File: config.mk
export PLATFORM = sky130hd
export DESIGN_NAME = ram_ctrl
export DESIGN_NICKNAME = d
export VERILOG_FILES = /design/src/rtl/ram_ctrl_pkg.sv /design/src/rtl/ram_ctrl_strobe_timer.sv /design/src/rtl/ram_ctrl.sv
export SDC_FILE = /design/constraint.sdc
export NUM_CORES = 1
export LEC_CHECK = 0
export BUFFER_PORTS_ARGS = -buffer_cell sky130_fd_sc_hd__clkbuf_2
export CAP_MARGIN = 20
export CORE_ASPECT_RATIO = 2
export CORE_MARGIN = 3
export CORE_UTILIZATION = 35
export CTS_CLUSTER_SIZE = 40
export DETAILED_ROUTE_END_ITERATION = 10
export PLACE_DENSITY = 0.61
export SLEW_MARGIN = 20
export SYNTH_ARGS = -nofsm -noshare
export SYNTH_HDL_FRONTEND = slang
export SYNTH_SLANG_ARGS = --single-unit
export TNS_END_PERCENT = 1
File: constraint.sdc
create_clock -name clk -period 2.5 [get_ports clk]
set_clock_uncertainty 0.15 [all_clocks]
set_input_delay 0.25 -clock clk [delete_from_list [all_inputs] [get_ports clk]]
set_output_delay 0.25 -clock clk [all_outputs]
set_load 0.01 [all_outputs]
File: src/rtl/ram_ctrl_pkg.sv
`default_nettype none
// ============================================================================
// Module      : ram_ctrl_pkg
// Description : Shared types and constants for the strobe-driven RAM
//               controller. Holds the controller state encoding, the default
//               RAM geometry and the helper that sizes the phase timer.
// Revision    : 1.0 - initial release
// ============================================================================
package ram_ctrl_pkg;

    localparam int c_def_addr_w = 8;
    localparam int c_def_data_w = 16;

    typedef enum logic [2:0] {
        IDLE   = 3'd0,
        SETUP  = 3'd1,
        STROBE = 3'd2,
        HOLD   = 3'd3,
        RESP   = 3'd4
    } state_t;

    // The timer holds (phase length - 1) for the longer of the two timed
    // phases; one spare bit keeps the width >= 1 when both phases are 1 cycle.
    function automatic int timer_width(input int setup_cyc, input int strobe_cyc);
        int longest;
        longest = (setup_cyc > strobe_cyc) ? setup_cyc : strobe_cyc;
        return $clog2(longest) + 1;
    endfunction

endpackage
`default_nettype wire

File: src/rtl/ram_ctrl_strobe_timer.sv
`default_nettype none
// ============================================================================
// Module      : ram_strobe_timer
// Description : Load/decrement phase counter. Loaded with (cycles - 1) on
//               phase entry, counts down to zero and then idles there.
//               done is high while the count is zero, i.e. during the last
//               cycle of the current phase.
// Ports       : clk, rst_n     - clock, async active-low reset
//               load           - load load_val this cycle (has priority)
//               load_val       - reload value
//               done           - count has reached zero
// Revision    : 1.0 - initial release
// ============================================================================
module ram_strobe_timer
    import ram_ctrl_pkg::*;
#(
    parameter int CNT_W = 2
) (
    input  logic             clk,
    input  logic             rst_n,
    input  logic             load,
    input  logic [CNT_W-1:0] load_val,
    output logic             done
);

    logic [CNT_W-1:0] r_count;

    always_ff @(posedge clk or negedge rst_n) begin
        if (!rst_n) begin
            r_count <= '0;
        end else if (load) begin
            r_count <= load_val;
        end else if (r_count != '0) begin
            r_count <= r_count - 1'b1;
        end
    end

    assign done = (r_count == '0);

endmodule
`default_nettype wire

File: src/rtl/ram_ctrl.sv
`default_nettype none
// ============================================================================
// Module      : ram_ctrl
// Description : Single-transaction initiator for a strobe-driven RAM macro.
//               Accepts one read/write request, sequences
//               SETUP -> STROBE -> HOLD around the RAM strobes, then presents
//               the response until it is consumed. Every output is a flop.
// Ports       : clk, rst_n                 - clock, async active-low reset
//               req_valid/req_ready        - request handshake
//               req_we/req_addr/req_wdata  - request payload
//               rsp_valid/rsp_ready        - response handshake
//               rsp_we/rsp_rdata           - response payload (rdata 0 on writes)
//               mem_cs/mem_we/mem_re       - RAM chip select and strobes
//               mem_addr/mem_data          - RAM address / write data
//               mem_q                      - RAM read data
// Revision    : 1.0 - initial release
// ============================================================================
module ram_ctrl
    import ram_ctrl_pkg::*;
#(
    parameter int ADDR_W     = c_def_addr_w,
    parameter int DATA_W     = c_def_data_w,
    parameter int SETUP_CYC  = 1,
    parameter int STROBE_CYC = 1
) (
    input  logic              clk,
    input  logic              rst_n,
    input  logic              req_valid,
    output logic              req_ready,
    input  logic              req_we,
    input  logic [ADDR_W-1:0] req_addr,
    input  logic [DATA_W-1:0] req_wdata,
    output logic              rsp_valid,
    input  logic              rsp_ready,
    output logic              rsp_we,
    output logic [DATA_W-1:0] rsp_rdata,
    output logic              mem_cs,
    output logic              mem_we,
    output logic              mem_re,
    output logic [ADDR_W-1:0] mem_addr,
    output logic [DATA_W-1:0] mem_data,
    input  logic [DATA_W-1:0] mem_q
);

    localparam int                 c_cnt_w       = timer_width(SETUP_CYC, STROBE_CYC);
    localparam logic [c_cnt_w-1:0] c_setup_load  = c_cnt_w'(SETUP_CYC - 1);
    localparam logic [c_cnt_w-1:0] c_strobe_load = c_cnt_w'(STROBE_CYC - 1);

    state_t             r_state;
    state_t             w_next_state;
    logic               r_we;
    logic               w_timer_load;
    logic [c_cnt_w-1:0] w_timer_val;
    logic               w_timer_done;

    ram_strobe_timer #(
        .CNT_W (c_cnt_w)
    ) u_timer (
        .clk      (clk),
        .rst_n    (rst_n),
        .load     (w_timer_load),
        .load_val (w_timer_val),
        .done     (w_timer_done)
    );

    always_ff @(posedge clk or negedge rst_n) begin
        if (!rst_n) begin
            r_state <= IDLE;
        end else begin
            r_state <= w_next_state;
        end
    end

    // The timer is reloaded on the edge that enters each timed phase, so it
    // reads (cycles - 1) in the phase's first cycle and done marks its last.
    always_comb begin
        w_next_state = r_state;
        w_timer_load = 1'b0;
        w_timer_val  = c_setup_load;
        case (r_state)
            IDLE: begin
                if (req_valid) begin
                    w_next_state = SETUP;
                    w_timer_load = 1'b1;
                    w_timer_val  = c_setup_load;
                end
            end
            SETUP: begin
                if (w_timer_done) begin
                    w_next_state = STROBE;
                    w_timer_load = 1'b1;
                    w_timer_val  = c_strobe_load;
                end
            end
            STROBE: begin
                if (w_timer_done) begin
                    w_next_state = HOLD;
                end
            end
            HOLD: begin
                w_next_state = RESP;
            end
            RESP: begin
                if (rsp_ready) begin
                    w_next_state = IDLE;
                end
            end
            default: begin
                w_next_state = IDLE;
            end
        endcase
    end

    // Outputs are decoded from the next state and registered, so each output
    // changes on the same edge as the state it belongs to and no input reaches
    // an output without passing through a flop.
    always_ff @(posedge clk or negedge rst_n) begin
        if (!rst_n) begin
            req_ready <= 1'b1;
            rsp_valid <= 1'b0;
            rsp_we    <= 1'b0;
            rsp_rdata <= '0;
            mem_cs    <= 1'b0;
            mem_we    <= 1'b0;
            mem_re    <= 1'b0;
            mem_addr  <= '0;
            mem_data  <= '0;
            r_we      <= 1'b0;
        end else begin
            req_ready <= (w_next_state == IDLE);
            rsp_valid <= (w_next_state == RESP);
            mem_cs    <= (w_next_state == SETUP) || (w_next_state == STROBE) ||
                         (w_next_state == HOLD);
            // r_we was latched when SETUP was entered, well before STROBE.
            mem_we    <= (w_next_state == STROBE) && r_we;
            mem_re    <= (w_next_state == STROBE) && !r_we;

            // The mem_addr/mem_data flops double as the request latch; they
            // are only written on acceptance, so they stay put through RESP.
            if ((r_state == IDLE) && req_valid) begin
                r_we     <= req_we;
                mem_addr <= req_addr;
                mem_data <= req_we ? req_wdata : '0;
            end

            // mem_q was refreshed by the mem_re rising edge during STROBE and
            // is sampled on the edge leaving HOLD.
            if (r_state == HOLD) begin
                rsp_we    <= r_we;
                rsp_rdata <= r_we ? '0 : mem_q;
            end
        end
    end

endmodule
`default_nettype wire

==> flow_summary.ini, run 1 <==
[outcome]
status = complete, no violations

[detailed_routing]
drcViolationCount = 0
wl_um = 4290
drtIter0Drc = 25
wl_per_cell_um = 13.4
drtAntennaViolNets = 0
via_per_inst = 4.61
drtPass1Iterations = 4
vias = 1474

[synthesis]
yosys_warnings = 0
syn_area_um2 = 2100
synth_cells = 166
ys_types = 24
syn_avg_cell_area_um2 = 12.7
ys_ff_latch = 50
postSynthNetCount = 211
seq_area_frac_synth_pct = 59.5

[floorplan]
ioPinCount = 91
die_h_um = 116
die_x_um = 60.8
core_area_um2 = 5760
row_count = 39
dieArea_um2 = 7030
start_util_pct = 36.5

[worst_setup_path]
cp_num_buf_inv = 1
cp_max_fo = 11
path_cells = and3b_1 -> buf_4 -> mux2_2
slowest_delay_ns = 0.53
end_kind = register
critical_path_class = reg -> reg
critical_path.top_delay_family = flip-flops
critical_path_depth = 3
worstPathArrival_ns = 1.90
crit_path_start_kind = register
crit_required_ns = 2.52
r2r_slack_ns = 0.61
r2r_cells = 3
cp_slowest_cell = dfrtp_1

[min_path]
min_path_type = in -> reg
whs_path_depth = 2

[sta]
period_share_pct = 75.4
finalMaxSlewViolations = 0
max_freq_ghz = 0.530
fin_tns_setup_ns = 0
rsz0062_at_grt = false
fin_crit_ns = 1.89
final_hold_viol_count = 0
max_slew_margin_pct = 46.6
worst_slew_pin_slew_ns = 0.800
setup_viol = 0

[placement]
numPortBuffers = 90
dpl.hpwl_um = 3220
gp_congestion = 0.728

[clock_network]
cts_max_path_buffers = 2
cts_sinks = 50
cts-root-buf = clkbuf_16
cts_max_level = 2
cts_tree = yes
clkTransAtPathRegs_ns = 0.06
insertion_delay_ns = 0.29
cts-buffers-inserted = 5
cts_resized = 0

[cells_and_area]
drive_above_1_share_pct = 49.0
n_antenna_cell = 0
nFillCells = 561
fin_util_pct = 48.3
nets = 303
area_delta_synth_final_pct = 32.2

[grt]
grt_first_pass_wirelength_um = 7200
antenna_found_initial = 0
grt_usage_pct = 14.1
grt_max_degree = 33
grt_overflow = 0
grt_pass1_vias = 1579

[power]
peakVddDrop_mv = 0.694
leakage_uw = 0.00144
power_density_nw_per_um2 = 1240

[job]
cap_violations = 0
==> cell families (layout without fill, tap and decap cells) <==
group           after synthesis  in the layout  share of synthesized area (%)
xor+xnor                      1              1                          0.416
mux                          42             42                           21.5
buf+inv                      27            120                           5.65
simple gates                 44             44                           12.3
flops                        50             50                           59.5
compound gates                2              2                          0.595
==> cell usage after synthesis, drive strengths merged <==
| cell | n | area share, % |
|---|---|---|
| nor4bb | 1 | 0.48 |
| or3 | 1 | 0.30 |
| nor4b | 3 | 2.0 |
| mux2 | 26 | 14 |
| clkbuf | 4 | 0.71 |
| nor2b | 16 | 4.8 |
| nor3 | 1 | 0.24 |
| inv | 16 | 2.9 |
| or2 | 2 | 0.59 |
| nand2 | 16 | 2.9 |
| dfrtp | 49 | 58 |
| dfstp | 1 | 1.2 |
| a21oi | 1 | 0.24 |
| mux2i | 16 | 7.6 |
| nor2 | 2 | 0.36 |
| and2 | 1 | 0.30 |
| a211oi | 1 | 0.36 |
| buf | 7 | 2.1 |
| and3b | 1 | 0.42 |
| xnor2 | 1 | 0.42 |
==> cell type report <==
cell class	count	area (um^2)	share of cell area, %
multi-input combinational	89	732	26.3
timing repair buffer	96	498	17.9
clock buffer	7	133	4.77
tap	61	76.3	2.74
sequential	50	1250	45.0
inverter	16	60.1	2.16
clock inverter	1	30.0	1.08
==> flip-flops by register name, indices dropped and copies added, names as in the netlist, 3 cells and up <==
signal / count
mem_addr: 8
mem_data: 16
r_state: 3
rsp_rdata: 16
==> final timing paths <==
| check | to | startpoint |
|---|---|---|
| max | rsp_rdata[1] | r_state[1] |
| min | mem_addr[7] | req_addr[7] |
| max reg2reg | rsp_rdata[1] | r_state[1] |
| min reg2reg | mem_addr[5] | mem_addr[5] |
| max in group asynchronous | rsp_rdata[15] | rst_n |
| min in group asynchronous | mem_addr[4] | rst_n |
==> routing by layer <==
metal / wire, um / vias to the layer above / GRT usage [%]
met1: 1480 / 694 / 14.2
li1: - / 719 / -
met3: 336 / 4 / 5.02
met2: 2400 / 57 / 24.8
met5: 0 / - / 0
met4: 70 / 0 / 6.51
==> repair_timing <==
item                       4_1_cts  5_1_grt
hold endpoints to repair        29        0
setup endpoints to repair        0        0
buffers inserted                 0        0
hold buffers                     1        0
==> cell usage in the layout, fill, tap and decap left out, types with 2 or more instances in the layout <==
master and count:
nor4b_1 2, dfrtp_1 49, nor2_1 2, mux2i_1 16, or2_2 2, clkbuf_2 90
inv_1 16, clkbuf_1 2, mux2_1 4, nand2_1 16, nor2b_1 16, mux2_2 22
buf_4 5, clkbuf_16 5
==> worst register-to-register path, delay by kind of cell (launching register included) <==
family        cells  cell delay, ns
buf+inv           1            0.27
flops             1            0.53
mux               1            0.35
simple gates      1            0.47
==> where the power goes <==
part / leakage, uW / switching [uW] / internal (uW)
clock network: 0.0000781 / 277 / 473
logic: 0.000735 / 589 / 657
registers: 0.000631 / 282 / 1190
total: 0.00144 / 1150 / 2320
==> through the flow <==
stage                     instance area (um^2)  power (uW)  worst slack (ns)  cells  hold slack [ns]
after floorplan                           2100        2250             0.757    166           -0.196
after global placement                    2610        2730             0.658    311            0.221
after detailed placement                  2610        2760             0.620    311            0.230
after CTS                                 2780        3530             0.607    320           0.0253
after global routing                      2780        3730             0.488    320           0.0265
final                                     2780        3460             0.615    320           0.0356
No activity file was read; power rests on OpenSTA's default activity.
==> run 2: changes to the inputs <==
--- a/config.mk
+++ b/config.mk
@@ -12,7 +12,7 @@
 export CORE_UTILIZATION = 35
 export CTS_CLUSTER_SIZE = 40
 export DETAILED_ROUTE_END_ITERATION = 10
-export PLACE_DENSITY = 0.61
+export PLACE_DENSITY = 0.63
 export SLEW_MARGIN = 20
 export SYNTH_ARGS = -nofsm -noshare
 export SYNTH_HDL_FRONTEND = slang
==> constraint.sdc (replaced) <==
create_clock -name clk -period 1.7 [get_ports clk]
set_clock_uncertainty 0.15 [all_clocks]
set_input_delay 0.17 -clock clk [delete_from_list [all_inputs] [get_ports clk]]
set_output_delay 0.17 -clock clk [all_outputs]
set_load 0.01 [all_outputs]
==> flow_summary.ini, run 2 (same netlist as run 1, synthesis figures left out) <==
[cells_and_area]
nFillCells = 494
most-common-layout-cells = clkbuf_2 (90), dfrtp_1 (49), dlygate4sd3_1 (25), mux2_2 (22)
drive_above_1_share_pct = 47.9
fin_util_pct = 54.3
fin_cells = 351
area_delta_synth_final_pct = 48.8
mostFrequentLayoutCell = clkbuf_2
nets = 334
reg_top3 = mem_data x16, rsp_rdata x16, mem_addr x8
n_antenna_cell = 0

[sta]
period_share_pct = 93.2
setup_viol = 0
fin_crit_ns = 1.58
max_slew_margin_pct = 68.5
max_freq_ghz = 0.631
rsz0062_at_grt = false
finalMaxSlewViolations = 0
final_hold_viol_count = 0
worst_slew_pin_slew_ns = 0.465

[detailed_routing]
drcViolationCount = 0
via_per_inst = 4.62
drtPass1Iterations = 4
drtAntennaViolNets = 0
wl_um = 4630
drtIter0Drc = 14
wl_per_cell_um = 13.2
vias = 1622

[floorplan]
ioPinCount = 91
row_count = 39
dieArea_um2 = 7030
start_util_pct = 36.5
die_x_um = 60.8
core_area_um2 = 5760
die_h_um = 116

[grt]
grt_pass1_vias = 1627
grt_usage_pct = 14.2
antenna_found_initial = 0
grt_first_pass_wirelength_um = 7390
grt_overflow = 0
grt_max_degree = 51

[clock_network]
cts_sinks = 50
clkTransAtPathRegs_ns = 0.06
cts_resized = 0
cts_max_path_buffers = 2
insertion_delay_ns = 0.28
cts-root-buf = clkbuf_16
cts_tree = yes
cts_max_level = 2
cts-buffers-inserted = 5

[worst_setup_path]
timing.rr.start = r_state[0]
end_kind = register
r2r_slack_ns = 0.12
cp_max_fo = 10
crit_path_start_kind = register
r2r-end = mem_data[2]
critical_path_class = reg -> reg
r2r_cells = 4
crit_start = r_state[0]
crit_required_ns = 1.75
worstPathArrival_ns = 1.64

[min_path]
min_from = req_valid
min_path_type = in -> reg
whs_path_depth = 3
min_to = r_state[0]

[outcome]
status = complete, no violations

[placement]
gp_congestion = 0.744
dp.cells = 316
numPortBuffers = 90
dpl.hpwl_um = 3250

[power]
peakVddDrop_mv = 0.842
leakage_uw = 0.00161
power_density_nw_per_um2 = 1700

[job]
cap_violations = 0
run 2: worst max-delay path: stages (launching register included):
cell and delay [ns]:
dfrtp_1 0.44, nor4b_4 0.35, buf_4 0.19, clkbuf_16 0.16, mux2i_1 0.21
run 2: worst max path at each step:
stage	end
after floorplan	mem_addr[5]
after global placement	mem_addr[4]
after detailed placement	mem_data[6]
after CTS	mem_data[6]
after global routing	mem_data[3]
final	mem_data[2]
run 2: metrics by stage:
step                total power (uW)  worst slack (ns)  TNS, ns  hold slack [ns]  instance area [um^2]
floorplan                       3400           -0.0107  -0.0430           -0.276                  2130
CTS                             5340            0.0489        0           0.0321                  3100
global placement                4220             0.105        0           0.0322                  2700
finish                          5320             0.116        0           0.0378                  3130
detailed placement              4280            0.0543        0           0.0307                  2700
global route                    5700            0.0307        0           0.0427                  3130
run 2: timing repair:
action                                  4_1_cts  5_1_grt
endpoints found under the setup margin        0        8
hold buffers                                 25        0
hold endpoints to repair                     74        0
setup buffers                                 0        1
run 2: final cells by class:
class | instances | area [um^2] | area share (%)
clock buffer | 7 | 143 | 4.56
clock inverter | 1 | 5.00 | 0.160
inverter | 16 | 60.1 | 1.92
multi-input combinational | 89 | 747 | 23.9
sequential | 50 | 1250 | 40.0
tap | 61 | 76.3 | 2.44
timing repair buffer | 127 | 846 | 27.0
run 2: report_power, final:
part | leakage [uW] | internal (uW) | switching (uW)
Combinational | 0.000901 | 1230 | 1050
Sequential | 0.000631 | 1750 | 311
Clock | 0.0000739 | 583 | 401
run 2: per-layer routing:
| metal | part of all wire, % | vias to the layer above | global-route usage [%] |
|---|---|---|---|
| li1 | - | 780 | - |
| met4 | 2.0 | 0 | 6.95 |
| met2 | 53 | 64 | 24.2 |
| met1 | 38 | 771 | 15.2 |
| met3 | 6.5 | 7 | 4.68 |
| met5 | 0 | - | 0 |
